### config.mk
export PLATFORM = sky130hd
export DESIGN_NAME = image_upscaler
export DESIGN_NICKNAME = d
export VERILOG_FILES = /design/src/rtl/image_upscaler_pkg.sv /design/src/rtl/scale_axis_counter.sv /design/src/rtl/image_upscaler.sv
export SDC_FILE = /design/constraint.sdc
export NUM_CORES = 1
export LEC_CHECK = 0
export CORE_UTILIZATION = 59
export CTS_CLUSTER_SIZE = 28
export DETAILED_ROUTE_END_ITERATION = 8
export GPL_ROUTABILITY_DRIVEN = 0
export PLACE_DENSITY = 0.88
export SETUP_SLACK_MARGIN = 0.15
export SLEW_MARGIN = 20
export SYNTH_ARGS = -nofsm -noshare
export SYNTH_HDL_FRONTEND = slang
export SYNTH_SLANG_ARGS = --single-unit
### constraint.sdc
create_clock -name clk -period 4.4 [get_ports clk]
set_input_delay 0.44 -clock clk [delete_from_list [all_inputs] [get_ports clk]]
set_output_delay 0.44 -clock clk [all_outputs]
set_load 0.02 [all_outputs]
### src/rtl/image_upscaler_pkg.sv
// Shared widths, default source geometry and FSM encoding for the image upscaler.
// Pure declarations: no logic, no latency.
// No flow control lives here; consumers define their own handshakes.
package image_upscaler_pkg;

    localparam int ADDR_W        = 19;
    localparam int PIX_W         = 8;
    localparam int SRC_W_DEFAULT = 160;
    localparam int SRC_H_DEFAULT = 120;

    typedef enum logic [1:0] {
        ST_IDLE  = 2'd0,
        ST_RUN   = 2'd1,
        ST_FLUSH = 2'd2,
        ST_DONE  = 2'd3
    } state_t;

endpackage

### src/rtl/scale_axis_counter.sv
// One axis of the upscaler: destination index, matching source index and last-index wrap flag.
// Outputs are registered indices; wrap is combinational from dst_idx (same cycle).
// No backpressure: advances exactly on cycles where advance is high.
//
// Ports: clk, reset (sync, active high), clear (restart at 0), advance (step one destination pixel),
//        dst_idx / src_idx (current indices), wrap (dst_idx is the last index of the axis).
module scale_axis_counter
    import image_upscaler_pkg::*;
#(
    parameter int SCALE   = 2,
    parameter int SRC_LEN = SRC_W_DEFAULT
) (
    input  logic              clk,
    input  logic              reset,
    input  logic              clear,
    input  logic              advance,
    output logic [ADDR_W-1:0] dst_idx,
    output logic [ADDR_W-1:0] src_idx,
    output logic              wrap
);

    localparam int DST_LEN = SRC_LEN * SCALE;

    // Replication phase within one source pixel; SCALE <= 4 fits in two bits.
    logic [1:0] phase;

    assign wrap = (dst_idx == ADDR_W'(DST_LEN - 1));

    always_ff @(posedge clk) begin
        if (reset || clear) begin
            dst_idx <= '0;
            src_idx <= '0;
            phase   <= '0;
        end else if (advance) begin
            if (wrap) begin
                // End of axis: all three restart together so the next line/frame begins aligned.
                dst_idx <= '0;
                src_idx <= '0;
                phase   <= '0;
            end else begin
                dst_idx <= dst_idx + ADDR_W'(1);
                if (phase == 2'(SCALE - 1)) begin
                    phase   <= '0;
                    src_idx <= src_idx + ADDR_W'(1);
                end else begin
                    phase <= phase + 2'd1;
                end
            end
        end
    end

endmodule

### src/rtl/image_upscaler.sv
// Nearest-neighbour integer upscaler: reads a source image from ROM, writes a SCALE x enlarged copy to a framebuffer.
// Latency: first ROM address the cycle after start, first framebuffer write one cycle later (matches ROM read latency).
// No backpressure: one destination pixel per RUN cycle; start while busy is ignored.
//
// Ports: clk, reset (sync, active high), start (pulse, accepted in IDLE/DONE),
//        rom_addr/rom_data (1-cycle registered ROM), ram_wraddr/ram_data/ram_wren (framebuffer write),
//        busy (RUN or FLUSH), done (held until next accepted start or reset).
module image_upscaler
    import image_upscaler_pkg::*;
#(
    parameter int SRC_W = SRC_W_DEFAULT,
    parameter int SRC_H = SRC_H_DEFAULT,
    parameter int SCALE = 2              // legal range 1..4
) (
    input  logic              clk,
    input  logic              reset,
    input  logic              start,
    output logic [ADDR_W-1:0] rom_addr,
    input  logic [PIX_W-1:0]  rom_data,
    output logic [ADDR_W-1:0] ram_wraddr,
    output logic [PIX_W-1:0]  ram_data,
    output logic              ram_wren,
    output logic              busy,
    output logic              done
);

    localparam int                DST_W   = SRC_W * SCALE;
    localparam logic [ADDR_W-1:0] SRC_W_A = ADDR_W'(SRC_W);
    localparam logic [ADDR_W-1:0] DST_W_A = ADDR_W'(DST_W);

    state_t state, state_nxt;

    logic              start_ok;
    logic              issue;
    logic              last_pix;
    logic [ADDR_W-1:0] dx, dy, sx, sy;
    logic              x_wrap, y_wrap;

    // One-stage write pipeline aligning the destination address with rom_data.
    logic              wr_vld;
    logic [ADDR_W-1:0] wr_addr;

    assign start_ok = start && ((state == ST_IDLE) || (state == ST_DONE));
    assign issue    = (state == ST_RUN);
    assign last_pix = issue && x_wrap && y_wrap;

    scale_axis_counter #(
        .SCALE   (SCALE),
        .SRC_LEN (SRC_W)
    ) u_x_axis (
        .clk     (clk),
        .reset   (reset),
        .clear   (start_ok),
        .advance (issue),
        .dst_idx (dx),
        .src_idx (sx),
        .wrap    (x_wrap)
    );

    scale_axis_counter #(
        .SCALE   (SCALE),
        .SRC_LEN (SRC_H)
    ) u_y_axis (
        .clk     (clk),
        .reset   (reset),
        .clear   (start_ok),
        .advance (issue && x_wrap),
        .dst_idx (dy),
        .src_idx (sy),
        .wrap    (y_wrap)
    );

    always_ff @(posedge clk) begin
        if (reset) begin
            state <= ST_IDLE;
        end else begin
            state <= state_nxt;
        end
    end

    always_comb begin
        state_nxt = state;
        case (state)
            ST_IDLE:  if (start) state_nxt = ST_RUN;
            ST_RUN:   if (last_pix) state_nxt = ST_FLUSH;
            // The final pixel's ROM data returns during FLUSH.
            ST_FLUSH: state_nxt = ST_DONE;
            ST_DONE:  if (start) state_nxt = ST_RUN;
            default:  state_nxt = ST_IDLE;
        endcase
    end

    assign busy = (state == ST_RUN) || (state == ST_FLUSH);
    assign done = (state == ST_DONE);

    assign rom_addr = issue ? (sy * SRC_W_A + sx) : '0;

    always_ff @(posedge clk) begin
        if (reset) begin
            wr_vld  <= 1'b0;
            wr_addr <= '0;
        end else begin
            wr_vld  <= issue;
            wr_addr <= issue ? (dy * DST_W_A + dx) : '0;
        end
    end

    assign ram_wren   = wr_vld;
    assign ram_wraddr = wr_addr;
    // Gate with the valid bit so a stale ROM word never shows on the bus outside a write.
    assign ram_data   = wr_vld ? rom_data : '0;

endmodule

==> results_dict.tcl <==
set metrics [dict create \
    portBuffers 59 \
    p_clk_share_pct 34.7 \
    fin_util_pct 73.5 \
    antenna_found_initial 0 \
    final_cell_count_no_fill 970 \
    tns_ns -0.128 \
    cts_max_path_buffers 2 \
    violations "setup timing" \
    row_count 37 \
    power_frac_seq_pct 48.2 \
    track_usage_pct 27.0 \
    ys_async_sr_fraction_pct 0 \
    finalSetupViolations 1 \
    ys_top_cells_by_area "dfxtp_1, ha_1, xnor2_1" \
    die-width_um 107 \
    post-place-cells 949 \
    required_ns 3.96 \
    vias 5940 \
    hold_buffers 0 \
    hpwl_mm 11.3 \
    nNetsFinal 917 \
    ir_drop_mv 0.182 \
    insertion_delay_ns 0.38 \
    worst_pin_slew_ns 0.929 \
    grt_pass1_vias 5519 \
    insertedDiodeCount 0 \
    fmax_mhz 221 \
    cp_data_arrival_time_ns 4.09 \
    dieArea_um2 11400 \
    hold_violations 0 \
    syn_inst 760 \
    boundaryPins 60 \
    antenna_left 0 \
    grt_max_degree 38 \
    yosysUniqueCellTypes 61 \
    wl_mm 16.3 \
    htree_levels 3 \
    yosysSeqAreaShare_pct 30.0 \
    die_h_um 107 \
    whs_ns 0.449 \
    yosys_warnings 0 \
    p_leak_nw 3.10 \
    drv_slew 0 \
    route.detailed.drc 0 \
    end_kind "output port" \
    dp_worst_setup_slack_ns -0.266 \
    slew_headroom_pct 38.1 \
    synth_flop_cell "dfxtp_1" \
    drt_iter0_drc 460 \
    synth_nets 847 \
    grt_pass1_wl_mm 25.0 \
    fin_skew_ns 0.0161 \
    start_kind "flip-flop" \
    wl_per_cell_um 16.8 \
    combPwrFrac_pct 17.1 \
    syn_to_final_growth_pct 18.7 \
    fin_crit_sh_pct 103 \
    stdcell_area_um2 7690 \
    yosys.area.top_type "dfxtp_1" \
    clock-sinks 97 \
    intPower_mw 1.34 \
    max_cap_violations 0 \
    fin_total_pwr_mw 1.90 \
    cts_tree "built" \
    syn-cell-area_um2 6480 \
    ys_ff_latch 97 \
    fin_ws_ns -0.128 \
    synth_edf_count 0 \
    outcome "complete, but fails checks" \
    min_period_ns 4.53 \
    syn_avg_cell_area_um2 8.52 \
    initial_utilization_pct 61.9 \
    min_path_type "reg2reg" \
    p_sw_uw 563 \
    cts.clk_slew.worst_paths_ns 0.10 \
    core_um2 10500 \
    drt_pre_antenna_iters 7 \
    drive_gt1_share_pct 10.9 \
    p_per_area_nw_per_um2 247 \
    placed_cell_area_um2 7230 \
    netlist.area_leader.share_pct 30.0 \
    overflow 0 \
    crit_path_max_fanout 4 \
    ctsRootBufferMaster "clkbuf_8" \
    vias_per_cell 6.12 \
    switching_share_pct 29.6 \
    cts_buffers 9 \
    path_class "reg2out" \
    rsz0062_at_grt "true" \
]
-- Yosys cell counts (all sizes together), types with 5 or more instances --
| cell type | number |
|---|---|
| o211ai | 12 |
| nor4 | 15 |
| nand2 | 61 |
| nor2 | 109 |
| inv | 20 |
| nand2b | 8 |
| and2 | 24 |
| dfxtp | 97 |
| a21o | 10 |
| xnor2 | 47 |
| nand4 | 23 |
| o21ai | 20 |
| and3 | 17 |
| nor4b | 5 |
| xor2 | 46 |
| clkbuf | 5 |
| and4 | 5 |
| a21oi | 30 |
| o21a | 6 |
| buf | 11 |
| ha | 72 |
| or4 | 10 |
| nor3 | 18 |
| nor2b | 8 |
| or3 | 6 |
| nand3 | 35 |
-- logic make-up after synthesis --
logic type	synth area share, %
buffers and inverters	2.40
AOI/OAI and AO/OA	10.4
and+or+nand+nor	28.7
muxes	0.792
adders and majority gates	15.1
xor gates and xnor gates	12.6
DFF	30.0
-- cells in the final DEF, fill, tap and decap left out, types with 8 or more instances in the layout --
| cell type | n |
|---|---|
| nor3_1 | 16 |
| a21o_1 | 10 |
| nor4_2 | 9 |
| and3_1 | 17 |
| nand2_1 | 58 |
| nor2_1 | 107 |
| o211ai_1 | 12 |
| and2_1 | 24 |
| ha_1 | 62 |
| a21oi_1 | 23 |
| xnor2_1 | 47 |
| xor2_1 | 46 |
| or4_1 | 9 |
| dfxtp_1 | 92 |
| nand4_1 | 22 |
| clkbuf_8 | 10 |
| o21ai_0 | 18 |
| nand3_1 | 33 |
| nand2b_1 | 8 |
| buf_4 | 15 |
| clkdlybuf4s50_1 | 54 |
| inv_1 | 20 |
-- final timing paths --
kind                       start                end  slack, ns  depth (start not counted)
max          u_y_axis.src_idx[3]       rom_addr[18]      -0.13                         15
min reg2reg    u_x_axis.phase[1]  u_x_axis.phase[1]       0.45                          2
min            u_x_axis.phase[1]  u_x_axis.phase[1]       0.45                          2
max reg2reg  u_y_axis.dst_idx[3]     ram_wraddr[18]       0.27                         15
-- registers in the layout (all words and copies together) (netlist names), 2 cells and up --
name              count
ram_wraddr           19
u_x_axis.dst_idx     19
u_x_axis.src_idx     19
u_y_axis.dst_idx     19
u_y_axis.src_idx     14
state                 2
u_x_axis.phase        2
u_y_axis.phase        2
-- worst max-delay path, stage by stage (launching register included) --
cell and delay, ns:
dfxtp_2 0.37, ha_2 0.32, ha_4 0.19, a21o_1 0.16, a21oi_2 0.17, o21ai_2 0.08
o41a_1 0.42, xor2_1 0.26, ha_1 0.34, a21oi_2 0.22, a21oi_2 0.09, nor2b_4 0.15
o221ai_2 0.14, or4_4 0.57, nand2_2 0.09, buf_6 0.12
-- cell type report --
type	instances	area, um^2
Multi-Input combinational cell	627	4570
Fill cell	698	2770
Sequential cell	97	1950
Timing Repair Buffer	75	709
Tap cell	136	170
Clock buffer	11	141
Clock inverter	4	76.3
Inverter	20	75.1
-- power by group through the flow --
stage / clock, mW / sequential, mW / combinational [mW]
2_1_floorplan: 0 / 0.934 / 0.215
3_3_place_gp: 0 / 0.932 / 0.301
5_1_grt: 0.695 / 0.918 / 0.354
3_5_place_dp: 0 / 0.935 / 0.316
6_report: 0.659 / 0.914 / 0.325
4_1_cts: 0.656 / 0.914 / 0.317
-- per-layer routing --
| layer | GRT usage (%) | part of all wire (%) | routed length [um] | vias to the layer above |
|---|---|---|---|---|
| li1 | - | - | - | 2834 |
| met1 | 34.9 | 42 | 6810 | 2821 |
| met2 | 46.8 | 50 | 8120 | 250 |
| met3 | 3.89 | 6.5 | 1070 | 35 |
| met4 | 7.53 | 2.0 | 332 | 0 |
| met5 | 0 | 0 | 0 | - |
-- timing repair --
action,CTS,global route
pin swaps,2,16
buffers inserted,2,4
gates resized for setup,23,32
setup endpoints to repair,5,4
No activity file was read; power rests on OpenSTA's default activity.
